--- config.mk ---
export PLATFORM = sky130hd
export DESIGN_NAME = rom_bus_responder
export DESIGN_NICKNAME = d
export VERILOG_FILES = /design/src/rtl/rom4004_pkg.sv /design/src/rtl/rom_bus_responder_bus_phase_tracker.sv /design/src/rtl/rom_bus_responder.sv
export SDC_FILE = /design/constraint.sdc
export NUM_CORES = 1
export LEC_CHECK = 0
export ABC_AREA = 0
export BUFFER_PORTS_ARGS = -buffer_cell sky130_fd_sc_hd__buf_2
export CELL_PAD_IN_SITES_DETAIL_PLACEMENT = 0
export CELL_PAD_IN_SITES_GLOBAL_PLACEMENT = 1
export CORE_ASPECT_RATIO = 1.5
export CORE_MARGIN = 2
export CORE_UTILIZATION = 31
export CTS_CLUSTER_SIZE = 25
export DETAILED_ROUTE_END_ITERATION = 10
export PLACE_DENSITY_LB_ADDON = 0.1
export REMOVE_ABC_BUFFERS = 1
export SLEW_MARGIN = 10
export SYNTH_ARGS = -nofsm -noshare
export SYNTH_HDL_FRONTEND = slang
export SYNTH_HIERARCHICAL = 1
export SYNTH_SLANG_ARGS = --single-unit
export TNS_END_PERCENT = 10
--- constraint.sdc ---
create_clock -name clk_i -period 1.3 [get_ports clk_i]
set_clock_uncertainty 0.1 [all_clocks]
set_input_delay 0.26 -clock clk_i [delete_from_list [all_inputs] [get_ports clk_i]]
set_output_delay 0.26 -clock clk_i [all_outputs]
set_load 0.05 [all_outputs]
--- src/rtl/rom4004_pkg.sv ---
// Shared 4004 bus definitions: instruction-cycle phase encodings, ROM address payload, I/O opcodes.
// Used by the ROM-side responder and the CPU bus sequencer alike.
package rom4004_pkg;

  localparam int unsigned NIB_W  = 4;
  localparam int unsigned BYTE_W = 8;

  typedef enum logic [3:0] {
    PH_IDLE = 4'd0,
    PH_A1   = 4'd1,
    PH_A2   = 4'd2,
    PH_A3   = 4'd3,
    PH_M1   = 4'd4,
    PH_M2   = 4'd5,
    PH_X1   = 4'd6,
    PH_X2   = 4'd7,
    PH_X3   = 4'd8
  } phase_e;

  // ROM byte address as assembled from the bus: low nibble in A1, high nibble in A2
  typedef struct packed {
    logic [NIB_W-1:0] hi;
    logic [NIB_W-1:0] lo;
  } rom_addr_t;

  localparam logic [NIB_W-1:0] OPR_IO  = 4'hE;
  localparam logic [NIB_W-1:0] OPA_WRR = 4'h2;
  localparam logic [NIB_W-1:0] OPA_RDR = 4'hA;

  // Free-running successor within an instruction cycle; X3 and IDLE depend on SYNC
  function automatic phase_e phase_after(input phase_e ph);
    phase_e nx;
    case (ph)
      PH_A1:   nx = PH_A2;
      PH_A2:   nx = PH_A3;
      PH_A3:   nx = PH_M1;
      PH_M1:   nx = PH_M2;
      PH_M2:   nx = PH_X1;
      PH_X1:   nx = PH_X2;
      PH_X2:   nx = PH_X3;
      default: nx = PH_IDLE;
    endcase
    return nx;
  endfunction

endpackage

--- src/rtl/rom_bus_responder_bus_phase_tracker.sv ---
// bus_phase_tracker: follows SYNC through the 8-phase 4004 instruction cycle and flags lost sync.
// Shared between the ROM-side and RAM-side responders.
module bus_phase_tracker
  import rom4004_pkg::*;
(
  input  logic   clk_i,
  input  logic   res_i,
  input  logic   sync_i,
  output phase_e phase_o,
  output logic   sync_err_o
);

  phase_e phase_q, phase_d;
  logic   sync_err_q, sync_err_d;

  always_ff @(posedge clk_i) begin
    if (res_i) begin
      phase_q    <= PH_IDLE;
      sync_err_q <= 1'b0;
    end else begin
      phase_q    <= phase_d;
      sync_err_q <= sync_err_d;
    end
  end

  // SYNC always restarts at A1, wherever we believe we are
  always_comb begin
    phase_d = phase_q;
    case (phase_q)
      PH_IDLE: phase_d = sync_i ? PH_A1 : PH_IDLE;
      PH_X3:   phase_d = sync_i ? PH_A1 : PH_IDLE;
      default: phase_d = sync_i ? PH_A1 : phase_after(phase_q);
    endcase
  end

  always_comb begin
    sync_err_d = 1'b0;
    case (phase_q)
      PH_IDLE: sync_err_d = 1'b0;
      PH_X3:   sync_err_d = !sync_i;
      default: sync_err_d = sync_i;
    endcase
  end

  assign phase_o    = phase_q;
  assign sync_err_o = sync_err_q;

endmodule

--- src/rtl/rom_bus_responder.sv ---
// ROM-side responder for the 4004 multiplexed bus: latches the PC, reads the ROM, returns OPR/OPA.
// Optional feature macro ROM_IO_EN adds the 4-bit I/O port (SRC select, WRR write, RDR read).
module rom_bus_responder
  import rom4004_pkg::*;
#(
  parameter logic [3:0]  CHIP_ID = 4'h0,
  parameter int unsigned MEM_LAT = 1
) (
  input  logic              clk_i,
  input  logic              res_i,
  input  logic              sync_i,
  input  logic              cm_rom_i,
  input  logic [NIB_W-1:0]  d_in_i,
  output logic [NIB_W-1:0]  d_out_c_o,
  output logic              d_oe_c_o,
  output logic              rom_en_c_o,
  output logic [BYTE_W-1:0] rom_addr_o,
  input  logic [BYTE_W-1:0] rom_rdata_i,
  output logic              sync_err_o
`ifdef ROM_IO_EN
  ,
  output logic [NIB_W-1:0]  io_port_o,
  input  logic [NIB_W-1:0]  io_in_i
`endif
);

  phase_e            phase;
  rom_addr_t         addr_q, addr_d;
  logic              sel_q, sel_d;
  logic [BYTE_W-1:0] opbuf_q, opbuf_d;
  logic              chip_hit;
  logic              io_rd_en;
  logic [NIB_W-1:0]  io_rd_nib;

  bus_phase_tracker u_phase (
    .clk_i      (clk_i),
    .res_i      (res_i),
    .sync_i     (sync_i),
    .phase_o    (phase),
    .sync_err_o (sync_err_o)
  );

  assign chip_hit = (d_in_i == CHIP_ID);

  // Address latches, chip select and opcode buffer; the PC high nibble picks the ROM chip
  always_comb begin
    addr_d  = addr_q;
    sel_d   = sel_q;
    opbuf_d = opbuf_q;
    case (phase)
      PH_A1:   addr_d.lo = d_in_i;
      PH_A2:   addr_d.hi = d_in_i;
      PH_A3:   sel_d     = chip_hit;
      PH_M1:   if (sel_q) opbuf_d = rom_rdata_i;
      default: ;
    endcase
  end

  always_ff @(posedge clk_i) begin
    if (res_i) begin
      addr_q  <= '0;
      sel_q   <= 1'b0;
      opbuf_q <= '0;
    end else begin
      addr_q  <= addr_d;
      sel_q   <= sel_d;
      opbuf_q <= opbuf_d;
    end
  end

  // ROM read is launched in A3 so the byte is back for M1
  assign rom_en_c_o = (phase == PH_A3) && chip_hit;
  assign rom_addr_o = addr_q;

`ifdef ROM_IO_EN
  logic             io_sel_q, io_sel_d;
  logic             io_cyc_q, io_cyc_d;
  logic [NIB_W-1:0] opr_s_q, opr_s_d;
  logic [NIB_W-1:0] opa_s_q, opa_s_d;
  logic [NIB_W-1:0] io_port_q, io_port_d;
  logic             io_match, wrr_hit;

  assign io_match  = io_cyc_q && io_sel_q && (opr_s_q == OPR_IO);
  assign wrr_hit   = io_match && (opa_s_q == OPA_WRR);
  assign io_rd_en  = io_match && (opa_s_q == OPA_RDR);
  assign io_rd_nib = io_in_i;

  // Snoop the opcode off the bus; SRC in X2 (CM_ROM high) selects which chip owns the port
  always_comb begin
    io_sel_d  = io_sel_q;
    io_cyc_d  = io_cyc_q;
    opr_s_d   = opr_s_q;
    opa_s_d   = opa_s_q;
    io_port_d = io_port_q;
    case (phase)
      PH_M1: opr_s_d = d_in_i;
      PH_M2: begin
        opa_s_d  = d_in_i;
        io_cyc_d = cm_rom_i;
      end
      PH_X2: begin
        if (cm_rom_i) io_sel_d = chip_hit;
        if (wrr_hit)  io_port_d = d_in_i;
      end
      default: ;
    endcase
  end

  always_ff @(posedge clk_i) begin
    if (res_i) begin
      io_sel_q  <= 1'b0;
      io_cyc_q  <= 1'b0;
      opr_s_q   <= '0;
      opa_s_q   <= '0;
      io_port_q <= '0;
    end else begin
      io_sel_q  <= io_sel_d;
      io_cyc_q  <= io_cyc_d;
      opr_s_q   <= opr_s_d;
      opa_s_q   <= opa_s_d;
      io_port_q <= io_port_d;
    end
  end

  assign io_port_o = io_port_q;

  logic unused_ok;
  assign unused_ok = ^{opbuf_q[BYTE_W-1:NIB_W], (MEM_LAT != 32'd1)};
`else
  assign io_rd_en  = 1'b0;
  assign io_rd_nib = '0;

  logic unused_ok;
  assign unused_ok = ^{opbuf_q[BYTE_W-1:NIB_W], cm_rom_i, (MEM_LAT != 32'd1)};
`endif

  // Bus drive: OPR straight from the ROM in M1, OPA from the buffer in M2, RDR data in X2
  always_comb begin
    d_out_c_o = '0;
    d_oe_c_o  = 1'b0;
    case (phase)
      PH_M1: if (sel_q) begin
        d_out_c_o = rom_rdata_i[BYTE_W-1:NIB_W];
        d_oe_c_o  = 1'b1;
      end
      PH_M2: if (sel_q) begin
        d_out_c_o = opbuf_q[NIB_W-1:0];
        d_oe_c_o  = 1'b1;
      end
      PH_X2: if (io_rd_en) begin
        d_out_c_o = io_rd_nib;
        d_oe_c_o  = 1'b1;
      end
      default: ;
    endcase
  end

endmodule

Yosys cells after proc, flatten, opt, wreduce, memory -nomap -nowiden
Cells that the tools add are included.
{"block": "word_totals", "regBits": 18, "wordCells": 31, "output_inout_bits": 15, "input_bits": 16}
{"block": "op_classes", "mux": 10, "eq_ne": 8, "reduce_logical": 7}
{"operator": "4-bit one-hot mux with 7 select lines", "count": 1}
{"operator": "4-bit by 3-bit == test with 1-bit output (second input constant)", "count": 4}
{"operator": "4-bit two-way mux", "count": 4}
{"operator": "4-bit by 2-bit == test with 1-bit output (second input constant)", "count": 2}
{"operator": "4-bit logical NOT", "count": 2}
{"operator": "4-bit one-hot mux with 2 select lines", "count": 1}
{"operator": "4-bit by 1-bit == test with 1-bit output (second input constant)", "count": 1}
{"operator": "4-bit == test (second input constant)", "count": 1}
{"operator": "2-bit OR reduction", "count": 2}
{"operator": "1-bit two-way mux", "count": 3}
{"operator": "1-bit one-hot mux with 2 select lines", "count": 1}
{"operator": "2-bit AND reduction", "count": 1}
{"operator": "1-bit logical AND", "count": 1}
{"operator": "1-bit logical NOT", "count": 1}

Longest topological paths before layout
Gate-level depths: netlist (run 1).
{"block": "depth", "word_depth": 4, "depth_mapped": 4, "mapped_depth_nobuf": 3}

Hierarchy
The synthesis (run 1) kept the hierarchy.
{"mod": "rom_bus_responder", "area_each_um2": 648.1, "instances": 1, "seq_area_each_um2": 260.2, "cells_per_inst": 61}
{"mod": "bus_phase_tracker", "area_each_um2": 188.9, "instances": 1, "seq_area_each_um2": 100.1, "cells_per_inst": 21}

Worst setup path after synthesis (run 1)
No wires, ideal clock.
{"block": "synth_path", "kind": "register to output", "startpoint": "register u_phase.phase_q[2], in the netlist u_phase/phase_o[2]", "endpoint": "output d_out_c_o[0]", "stages_incl_launch_ff": 3, "n_path_buf": 0, "slack_ns": -0.519, "t_required_ns": 0.940, "arrival_time_ns": 1.459, "path_cell_list": "dfxtp_1 nand4bb_2 nor2_1"}
{"block": "synth_between", "elab_chain_cells": 2, "word_cells_on_any_way": 3, "cone_classes": "eq/ne: 2; mux: 1"}
{"item": "from (decl)", "line": "rom_bus_responder_bus_phase_tracker.sv:13", "text": "phase_e phase_q, phase_d;"}
{"item": "from (signal assigned)", "line": "rom_bus_responder_bus_phase_tracker.sv:21", "text": "phase_q <= phase_d;"}
{"item": "4-bit by 3-bit == test with 1-bit output", "line": "rom_bus_responder.sv:141", "text": "case (phase)"}
{"item": "4-bit one-hot mux with 2 select lines *", "line": "rom_bus_responder.sv:141"}
{"item": "to (decl)", "line": "rom_bus_responder.sv:14", "text": "output logic [NIB_W-1:0] d_out_c_o,"}
Mark *: on every way between the ends. The rest lies on a longest branch, timed or not.

Final worst setup path (run 1)
{"block": "layout_path", "startpoint": "register u_phase.phase_q[0], in the netlist u_phase/phase_o[0]", "endpoint": "output d_out_c_o[1]"}
Same word-level chain as after synthesis.

==> results of run 1 <==
==> final cells by class <==
class | count | share of cell area, %
Tap cell | 37 | 3.59
Inverter | 3 | 0.872
Clock buffer | 4 | 4.26
Multi-Input combinational cell | 59 | 38.5
Timing Repair Buffer | 43 | 24.3
Sequential cell | 18 | 28.5
==> critical path: stages, from the launching register on <==
cell and delay (ns):
dfxtp_4 0.35, buf_6 0.13, mux2i_4 0.18, nor2_4 0.12, buf_8 0.15
==> where the power goes <==
group	total (uW)	switching, uW	internal [uW]
registers	575	8.68	566
logic	196	107	88.5
clock network	461	191	269
==> synth_stat cells (all sizes together) (2+ instances only) <==
master and number:
nor2 18, mux2i 17, nor4b 2, dfxtp 18
nand2b 8, inv 3
==> worst paths after layout <==
kind / slack [ns] / end / depth (start not counted)
hold / removal: 0.16 / opbuf_q[0] / 3
setup reg to reg: -0.06 / rom_addr_o[7] / 5
hold reg to reg: 0.37 / opbuf_q[0] / 2
setup / recovery: -0.27 / d_out_c_o[1] / 4
==> cells in the final DEF, fill, tap and decap left out, types with 2 or more instances in the layout <==
master    count
buf_8         2
inv_1         3
nor2_2        3
nor2_1       13
buf_4         9
clkbuf_8      4
buf_2        23
dfxtp_1      14
buf_6         9
nor4b_4       2
nand2b_1      8
mux2i_1      16
nor2_4        2
dfxtp_2       3
==> per-layer routing <==
| metal | vias up | global-route usage, % | share of wire, % |
|---|---|---|---|
| met2 | 21 | 21.9 | 52 |
| met5 | - | 0 | 0 |
| met3 | 4 | 2.41 | 3.1 |
| met1 | 315 | 16.0 | 42 |
| met4 | 0 | 7.50 | 2.0 |
| li1 | 369 | - | - |
==> state kept, by name (all words and copies together) (netlist names) <==
register            flops
rom_addr_o              8
opbuf_q                 4
u_phase/phase_o         4
sel_q                   1
u_phase/sync_err_o      1
==> through the flow <==
stage | hold WS [ns] | TNS, ns | power, uW | util (%)
after floorplan | 0.229 | -4.01 | 694 | -
after detailed placement | 0.371 | -1.65 | 768 | 42.1
after CTS | 0.162 | -2.13 | 1240 | 46.9
after global routing | 0.173 | -3.49 | 1280 | 49.3
after global placement | 0.360 | -1.45 | 766 | 42.1
final | 0.163 | -2.09 | 1230 | 49.3
==> logic make-up after synthesis <==
group / after synthesis / synth area share, %
compound gates: 3 / 2.09
xor+xnor: 2 / 2.09
buf+inv: 5 / 3.14
flops: 18 / 43.0
mux: 17 / 20.3
simple gates: 37 / 29.3
==> what timing repair did <==
action                                  in CTS  in global routing
pin swaps                                    1                  7
buffers inserted                             1                  1
gates cloned                                 0                  0
gates resized for setup                     19                 15
hold endpoints to repair                     0                  0
endpoints found under the setup margin      18                 19
==> results.md, run 1 <==
- Layout cell share with drive strength beyond 1: 49.6%
- Worst-path clk slew: 0.07 ns
- H-tree levels: 1
- Vias in the first global route: 680
- Post-route antenna net violation count: 0
- Slew headroom: 76.4%
- Remaining global-route overflow: 0
- Fin nets: 144
- Hold-fix buffers, CTS: 0
- Pleak: 0.000546 uW
- RSZ-0062 raised after global routing: true
- Starting DRT DRC Count: 8
- DIE AREA: 3140 um2
- Critical R2R Launch: u_phase/phase_o[0]
- Final hold vios: 0
- VDD IR max: 710 uV
- Via count: 709
- Final Cell Area: 1290 um2
- Row count: 23
- Worst Setup End Kind: output port
- Vias per std cell: 4.32
- Peak Freq: 639 MHz
- Crit share post-route: 120%
- Placer Congestion: 0.740
- Main synth FF type: dfxtp_1
- DP Wirelength: 1.39 mm
- Synth area leaders: dfxtp_1 43%, mux2i_1 20%, nor2_1 7.6%, nand2b_1 6.0%, nor4b_4 5.7%
- Placed cell count: 158
- Seq/Total Area, Yosys: 43.0%
- Startpoint Class: register
- DR pass1 iterations: 3
- Synthesized area: 837 um2
- Layout area overhead: 54.3%
- Avg Inst Size Synth: 10.2 um2
- Area of the multi-input gates: 497 um2
- Pre-CTS setup slack: -0.226 ns
- Wire length per cell: 11.2 um
- CP required: 0.94 ns
- Post-route DRC: 0
- Die height: 67.6 um
- Run status: finished with violations
- Cell count after synthesis: 82
- EDFF count, synth: 0
- Port Buffer Count: 29
- CP max FO: 5
- First-pass GRT wire length: 3.01 mm
- Yosys warning count: 6
- Initial antenna violation count: 0
- TritonCTS Buffers: 3
- Distinct cells, synth: 23
- Fin cells: 164
- Starting Density: 32.0%
- Maxcap violations: 0
- Fillers: 253
- Pin count of the biggest net entering global routing: 22
- CTS root buf: clkbuf_8
- Storage cell area: 368 um2
- Longest Clk Path Bufs: 2
- I/O Pins: 31
- WP data arrival: 1.21 ns
- CTS tree: yes
- Routed WL: 1.83 mm
- Area share of the leading cell type in the synthesized netlist: 43.0%
- Die width: 46.4 um
- Worst skew pair latency: 0.25 ns
- Ys async rst share: 0%
- PD cells: 953 nW/um2
- Min-delay worst type: in2reg
- Final setup vio count: 18
- Tightest Pin Transition: 0.351 ns
- Worst setup path startpoint: u_phase/phase_o[0]
- Fin worst setup slack: -0.265 ns
- Final Max Slew Viols: 0
- Violated checks: setup timing
- CTS sink count: 18
- WS Path Type: reg2out
- Final min period: 1.57 ns
- #FFs+latches synth: 18
- Core area: 2620 um2
- Synth area leader: dfxtp_1
- Tot GR Track Use: 13.4%
- Hold path start: rom_rdata_i[0]
- Cell Area, Placed: 1100 um2
- Antenna cells: 0
(Power assumes the default switching activity.)
==> run 2: changes to the inputs <==
--- a/config.mk
+++ b/config.mk
@@ -5,15 +5,17 @@
 export SDC_FILE = /design/constraint.sdc
 export NUM_CORES = 1
 export LEC_CHECK = 0
-export ABC_AREA = 0
+export ABC_AREA = 1
 export BUFFER_PORTS_ARGS = -buffer_cell sky130_fd_sc_hd__buf_2
 export CELL_PAD_IN_SITES_DETAIL_PLACEMENT = 0
 export CELL_PAD_IN_SITES_GLOBAL_PLACEMENT = 1
 export CORE_ASPECT_RATIO = 1.5
 export CORE_MARGIN = 2
-export CORE_UTILIZATION = 31
+export CORE_UTILIZATION = 29
+export CTS_BUF_LIST = sky130_fd_sc_hd__clkbuf_16
 export CTS_CLUSTER_SIZE = 25
 export DETAILED_ROUTE_END_ITERATION = 10
+export GPL_ROUTABILITY_DRIVEN = 0
 export PLACE_DENSITY_LB_ADDON = 0.1
 export REMOVE_ABC_BUFFERS = 1
 export SLEW_MARGIN = 10
==> results.md, run 2 <==
- Final Max Slew Viols: 0 (unchanged)
- DR pass1 iterations: 4 (was 3)
- Final min period: 1.53 ns (was 1.57 ns)
- H-tree levels: 1 (unchanged)
- Simple-Gate Fraction of Synth Area: 40.1% (was 29.3%)
- Maxcap violations: 0 (unchanged)
- Starting DRT DRC Count: 17 (was 8)
- Via count: 1,007 (was 709)
- Pleak: 0.000663 uW (was 0.000546 uW)
- Worst-path clk slew: 0.05 ns (was 0.07 ns)
- CP required: 0.94 ns (about the same)
- Layout area overhead: 58.0% (was 54.3%)
- Startpoint Class: register (unchanged)
- Number of flip-flops under the largest register name: 8 (unchanged)
- Die width: 49.5 um (was 46.4 um)
- Synthesized area: 900 um2 (was 837 um2)
- Worst Setup End Kind: output port (unchanged)
- Peak Freq: 654 MHz (was 639 MHz)
- WS Path Type: reg2out (unchanged)
- Largest family of logic cells by synthesized area: simple AND/OR/NAND/NOR gates (unchanged)
- Synth area leaders: dfxtp_1 40%, nand2_1 13%, a21oi_1 8.3%, inv_1 8.3%, nor2_1 8.3% (was dfxtp_1 43%, mux2i_1 20%, nor2_1 7.6%, nand2b_1 6.0%, nor4b_4 5.7%)
- I/O Pins: 31 (unchanged)
- Routed WL: 2.32 mm (was 1.83 mm)
- Vias per std cell: 4.44 (was 4.32)
- Main synth FF type: dfxtp_1 (unchanged)
- Remaining global-route overflow: 0 (unchanged)
- Starting Density: 30.6% (was 32.0%)
- Clk pwr share: 46.4% (was 37.4%)
- Fin nets: 206 (was 144)
- Comb power frac: 10.4% (was 15.9%)
- Switching pwr: 301 uW (was 307 uW)
- Longest Clk Path Bufs: 2 (unchanged)
- Layout cell share with drive strength beyond 1: 41.5% (was 49.6%)
- Min-delay worst type: in2reg (unchanged)
- Antenna cells: 0 (unchanged)
- Wire length per cell: 10.2 um (was 11.2 um)
- Tightest Pin Transition: 0.249 ns (was 0.351 ns)
- CTS tree: yes (unchanged)
- Cell count after synthesis: 136 (was 82)
- Worst hold stages: 3 (unchanged)
- Commonest cells post-synth: 30 x nand2_1, 20 x inv_1, 20 x nor2_1, 18 x dfxtp_1, 15 x a21oi_1 (was 18 x dfxtp_1, 17 x mux2i_1, 17 x nor2_1, 8 x nand2b_1, 3 x inv_1)
- Flop pwr share: 43.2% (was 46.7%)
- Synth Area in Compound Gates: 8.90% (was 2.09%)
- Tot GR Track Use: 15.1% (was 13.4%)
- Violated checks: setup timing (unchanged)
- Yosys warning count: 6 (unchanged)
- DP Wirelength: 1.84 mm (was 1.39 mm)
- Commonest non-fill, non-tap cell in the layout: nand2_1 (was buf_2)
- Post-synthesis mux area share: 0% (was 20.3%)
- Int Pwr: 1020 uW (was 924 uW)
- Core area: 2940 um2 (was 2620 um2)
- Most frequent cells in the layout: 29 x nand2_1, 23 x buf_2, 23 x buf_4 (was 23 x buf_2, 16 x mux2i_1, 14 x dfxtp_1)
- CTS root buf: clkbuf_16 (was clkbuf_8)
- Run status: finished with violations (unchanged)
- #FFs+latches synth: 18 (unchanged)
- Switching share of power: 22.9% (was 25.0%)
- Fin worst setup slack: -0.229 ns (was -0.265 ns)
- Reg2reg path depth: 7 (was 5)
- Ys async rst share: 0% (unchanged)
- Final setup vio count: 6 (was 18)
- Adder and majority cell fraction of the synthesized area: 0% (unchanged)
- Post-route DRC: 0 (unchanged)
- CP max FO: 7 (was 5)
- PD cells: 927 nW/um2 (was 953 nW/um2)
- CTS sink count: 18 (unchanged)
- Count leader, synth: nand2_1 (was dfxtp_1)
- WP data arrival: 1.17 ns (was 1.21 ns)
- Xor and xnor fraction of the mapped netlist area: 0% (was 2.09%)
- Die height: 72.2 um (was 67.6 um)
- Row count: 24 (was 23)
- Worst skew pair latency: 0.25 ns (about the same)
- Slew headroom: 83.5% (was 76.4%)
- Avg Inst Size Synth: 6.61 um2 (was 10.2 um2)
- Post-Route Setup TNS: -1.18 ns (was -2.09 ns)
- EDFF count, synth: 0 (unchanged)
- Seq/Total Area, Yosys: 40.1% (was 43.0%)
- Pin count of the biggest net entering global routing: 13 (was 22)
- Final hold vios: 0 (unchanged)
- Port Buffer Count: 29 (unchanged)
- Area share of the leading cell type in the synthesized netlist: 40.1% (was 43.0%)
- Vias in the first global route: 995 (was 680)
- TritonCTS Buffers: 3 (unchanged)
- First-pass GRT wire length: 4.11 mm (was 3.01 mm)
- Hold-fix buffers, CTS: 0 (unchanged)
- RSZ-0062 raised after global routing: true (unchanged)
- Tot Pwr: 1320 uW (was 1230 uW)
- Distinct cells, synth: 16 (was 23)
- Fillers: 334 (was 253)
- DIE AREA: 3570 um2 (was 3140 um2)
- Post-route antenna net violation count: 0 (unchanged)
- Initial antenna violation count: 0 (unchanged)
- Crit share post-route: 118% (was 120%)
- Synth area leader: dfxtp_1 (unchanged)
- VDD IR max: 613 uV (was 710 uV)
## run 2: kinds of logic (layout without fill, tap and decap cells)
group,Yosys count,in the layout
DFF,18,18
buffers and inverters,24,76
AOI/OAI and AO/OA,16,16
and+or+nand+nor,78,78
## run 2: layout make-up
type                    instances  area [um2]  area share (%)
repair buffers                 52         355            25.0
clock buffers                   3        75.1            5.28
inverters                      21        81.3            5.72
multi-input cells              94         489            34.4
well taps                      39        48.8            3.43
flip-flops and latches         18         372            26.1
## run 2: timing repair
action | 4_1_cts | 5_1_grt
resized for setup | 19 | 15
pin swaps | 2 | 8
buffers inserted | 1 | 0
hold endpoints to repair | 0 | 0
endpoints found under the setup margin | 10 | 19
cloned | 0 | 0
## run 2: path summary, 6_finish.rpt
path                                         start                 end  slack (ns)
worst max-delay path            u_phase/phase_o[0]        d_out_c_o[0]       -0.23
worst max register to register  u_phase/phase_o[3]       rom_addr_o[2]        0.05
worst min-delay path                        sync_i  u_phase/sync_err_o        0.16
worst min register to register       rom_addr_o[0]       rom_addr_o[0]        0.36
## run 2: metal layers
metal	global-route usage (%)	part of all wire, %	up-vias
met5	0	0	-
met4	9.26	2.7	0
met3	1.85	4.9	5
met2	28.7	55	28
met1	15.5	37	437
li1	-	-	537
## run 2: critical path, cell delays in order, from the launching register on
cell	delay [ns]
dfxtp_4	0.37
nor2_4	0.15
nand2_1	0.08
a21oi_2	0.14
buf_6	0.17
## run 2: stage by stage
step           hold WS, ns  util, %  instance area (um2)  worst slack (ns)  instances
3_3_place_gp         0.347     42.1                 1240            -0.112        223
6_report             0.157     48.3                 1420            -0.229        227
2_1_floorplan        0.229        -                  880            -0.563        133
4_1_cts              0.156     46.5                 1370            -0.241        227
3_5_place_dp         0.353     42.1                 1240            -0.134        223
5_1_grt              0.192     48.3                 1420            -0.313        227
## run 2: power by group through the flow
stage                     registers, uW  logic, uW  clock network [uW]
final                               569        137                 612
after detailed placement            582        136                   0
after global routing                570        153                 643
after global placement              582        134                   0
after floorplan                     613       42.1                   0
after CTS                           570        137                 636
==> run 3: changes to the inputs <==
--- a/config.mk
+++ b/config.mk
@@ -16,6 +16,7 @@
 export CTS_CLUSTER_SIZE = 25
 export DETAILED_ROUTE_END_ITERATION = 10
 export GPL_ROUTABILITY_DRIVEN = 0
+export MAX_ROUTING_LAYER = met4
 export PLACE_DENSITY_LB_ADDON = 0.1
 export REMOVE_ABC_BUFFERS = 1
 export SLEW_MARGIN = 10
==> results.md, run 3 (same netlist as run 2, synthesis figures left out) <==
- Routed WL: 2.32 mm (unchanged)
- RSZ-0062 raised after global routing: true (unchanged)
- Core area: 2940 um2 (unchanged)
- Switching pwr: 301 uW (about the same)
- Layout area overhead: 58.0% (unchanged)
- Clk pwr share: 46.4% (about the same)
- Antenna cells: 0 (unchanged)
- Hold-fix buffers, CTS: 0 (unchanged)
- Final setup vio count: 6 (unchanged)
- CTS tree: yes (unchanged)
- Worst Setup End Kind: output port (unchanged)
- Slew headroom: 83.5% (about the same)
- Core Util, Final: 48.3% (unchanged)
- H-tree levels: 1 (unchanged)
- Row count: 24 (unchanged)
- Most frequent cells in the layout: 29 x nand2_1, 23 x buf_2, 23 x buf_4 (unchanged)
- Pin count of the biggest net entering global routing: 13 (unchanged)
- Final Max Slew Viols: 0 (unchanged)
- Switching share of power: 22.9% (about the same)
- Top Usage Layer GRT: met2 (unchanged)
- Min-delay worst type: in2reg (unchanged)
- Layout cell share with drive strength beyond 1: 41.5% (unchanged)
- Maxcap violations: 0 (unchanged)
- Met2 global-route usage: 28.7% (unchanged)
- Comb power frac: 10.4% (about the same)
- CP max FO: 7 (unchanged)
- Flop pwr share: 43.2% (about the same)
- Final Cell Area: 1420 um2 (unchanged)
- Fin nets: 206 (unchanged)
- WS Path Type: reg2out (unchanged)
- Int Pwr: 1020 uW (unchanged)
- CTS sink count: 18 (unchanged)
- Worst skew pair latency: 0.25 ns (about the same)
- Starting Density: 30.6% (unchanged)
- Vias per std cell: 4.44 (unchanged)
- CP required: 0.94 ns (about the same)
- Run status: finished with violations (unchanged)
- Startpoint Class: register (unchanged)
- I/O Pins: 31 (unchanged)
- Pre-CTS setup slack: -0.134 ns (unchanged)
- Remaining global-route overflow: 0 (unchanged)
- Via count: 1,007 (unchanged)
- Final min period: 1.53 ns (about the same)
- Routing usage on met1: 15.5% (unchanged)
- Violated checks: setup timing (unchanged)
- Die height: 72.2 um (unchanged)
- Peak Freq: 654 MHz (about the same)
- WP data arrival: 1.17 ns (about the same)
- First-pass GRT wire length: 4.12 mm (was 4.11 mm)
- DP Wirelength: 1.84 mm (unchanged)
- TritonCTS Buffers: 3 (unchanged)
- Die width: 49.5 um (unchanged)
- Number of flip-flops under the largest register name: 8 (unchanged)
- Longest Clk Path Bufs: 2 (unchanged)
- Tot GR Track Use: 15.5% (was 15.1%)
- Starting DRT DRC Count: 19 (was 17)
- Post-route DRC: 0 (unchanged)
- Wire length per cell: 10.2 um (unchanged)
- Vias in the first global route: 995 (unchanged)
- Crit share post-route: 118% (about the same)
- Cell Area, Placed: 1240 um2 (unchanged)
- Initial antenna violation count: 0 (unchanged)
- Final hold vios: 0 (unchanged)
- PD cells: 927 nW/um2 (about the same)
- Met3 Track Usage GR: 1.85% (unchanged)
- Pleak: 0.000663 uW (unchanged)
- CTS root buf: clkbuf_16 (unchanged)
- Tightest Pin Transition: 0.249 ns (about the same)
- DIE AREA: 3570 um2 (unchanged)
- VDD IR max: 613 uV (unchanged)
- Worst-path clk slew: 0.05 ns (about the same)
- Commonest non-fill, non-tap cell in the layout: nand2_1 (unchanged)
- Port Buffer Count: 29 (unchanged)
- Fin worst setup slack: -0.229 ns (about the same)
- Post-route antenna net violation count: 0 (unchanged)
- DR pass1 iterations: 4 (unchanged)
run 3: cell counts in the layout (fill, tap and decap cells not counted):
No cell type changed its count.
run 3: through the flow:
step	total power, uW	instances	setup TNS, ns	hold slack, ns
finish	1320	227	-1.18	0.157
detailed placement	718	223	-0.662	0.353
global route	1370	227	-1.72	0.192
floorplan	656	133	-3.24	0.229
global placement	715	223	-0.576	0.347
CTS	1340	227	-1.29	0.156
run 3: critical path, stage by stage (launching register included):
cell and delay (ns):
dfxtp_4 0.37, nor2_4 0.15, nand2_1 0.08, a21oi_2 0.14, buf_6 0.17
run 3: timing repair:
action	in CTS	in global routing
cloned	0	0
setup endpoints to repair	10	19
setup buffers	1	0
pin swaps	2	8
gates resized for setup	19	15
run 3: power by group through the flow:
stage	clock network, uW	logic [uW]	registers [uW]
after floorplan	0	42.1	613
after global placement	0	134	582
after detailed placement	0	136	582
after CTS	636	137	570
after global routing	643	153	570
final	612	137	569
run 3: area by class of cell:
class                           instances  area (um2)
Clock buffer                            3        75.1
Fill cell                             334        1520
Inverter                               21        81.3
Multi-Input combinational cell         94         489
Sequential cell                        18         372
Tap cell                               39        48.8
Timing Repair Buffer                   52         355
run 3: metal layers:
metal,vias up,part of all wire [%]
met5,-,0
met3,5,4.9
met1,437,37
li1,537,-
met4,0,2.7
met2,28,55
run 3: worst paths after layout:
path              depth (start not counted)  slack (ns)            endpoint                from
setup / recovery                          4       -0.23        d_out_c_o[0]  u_phase/phase_o[0]
hold / removal                            3        0.16  u_phase/sync_err_o              sync_i
setup reg to reg                          7        0.05       rom_addr_o[2]  u_phase/phase_o[3]
hold reg to reg                           2        0.36       rom_addr_o[0]       rom_addr_o[0]
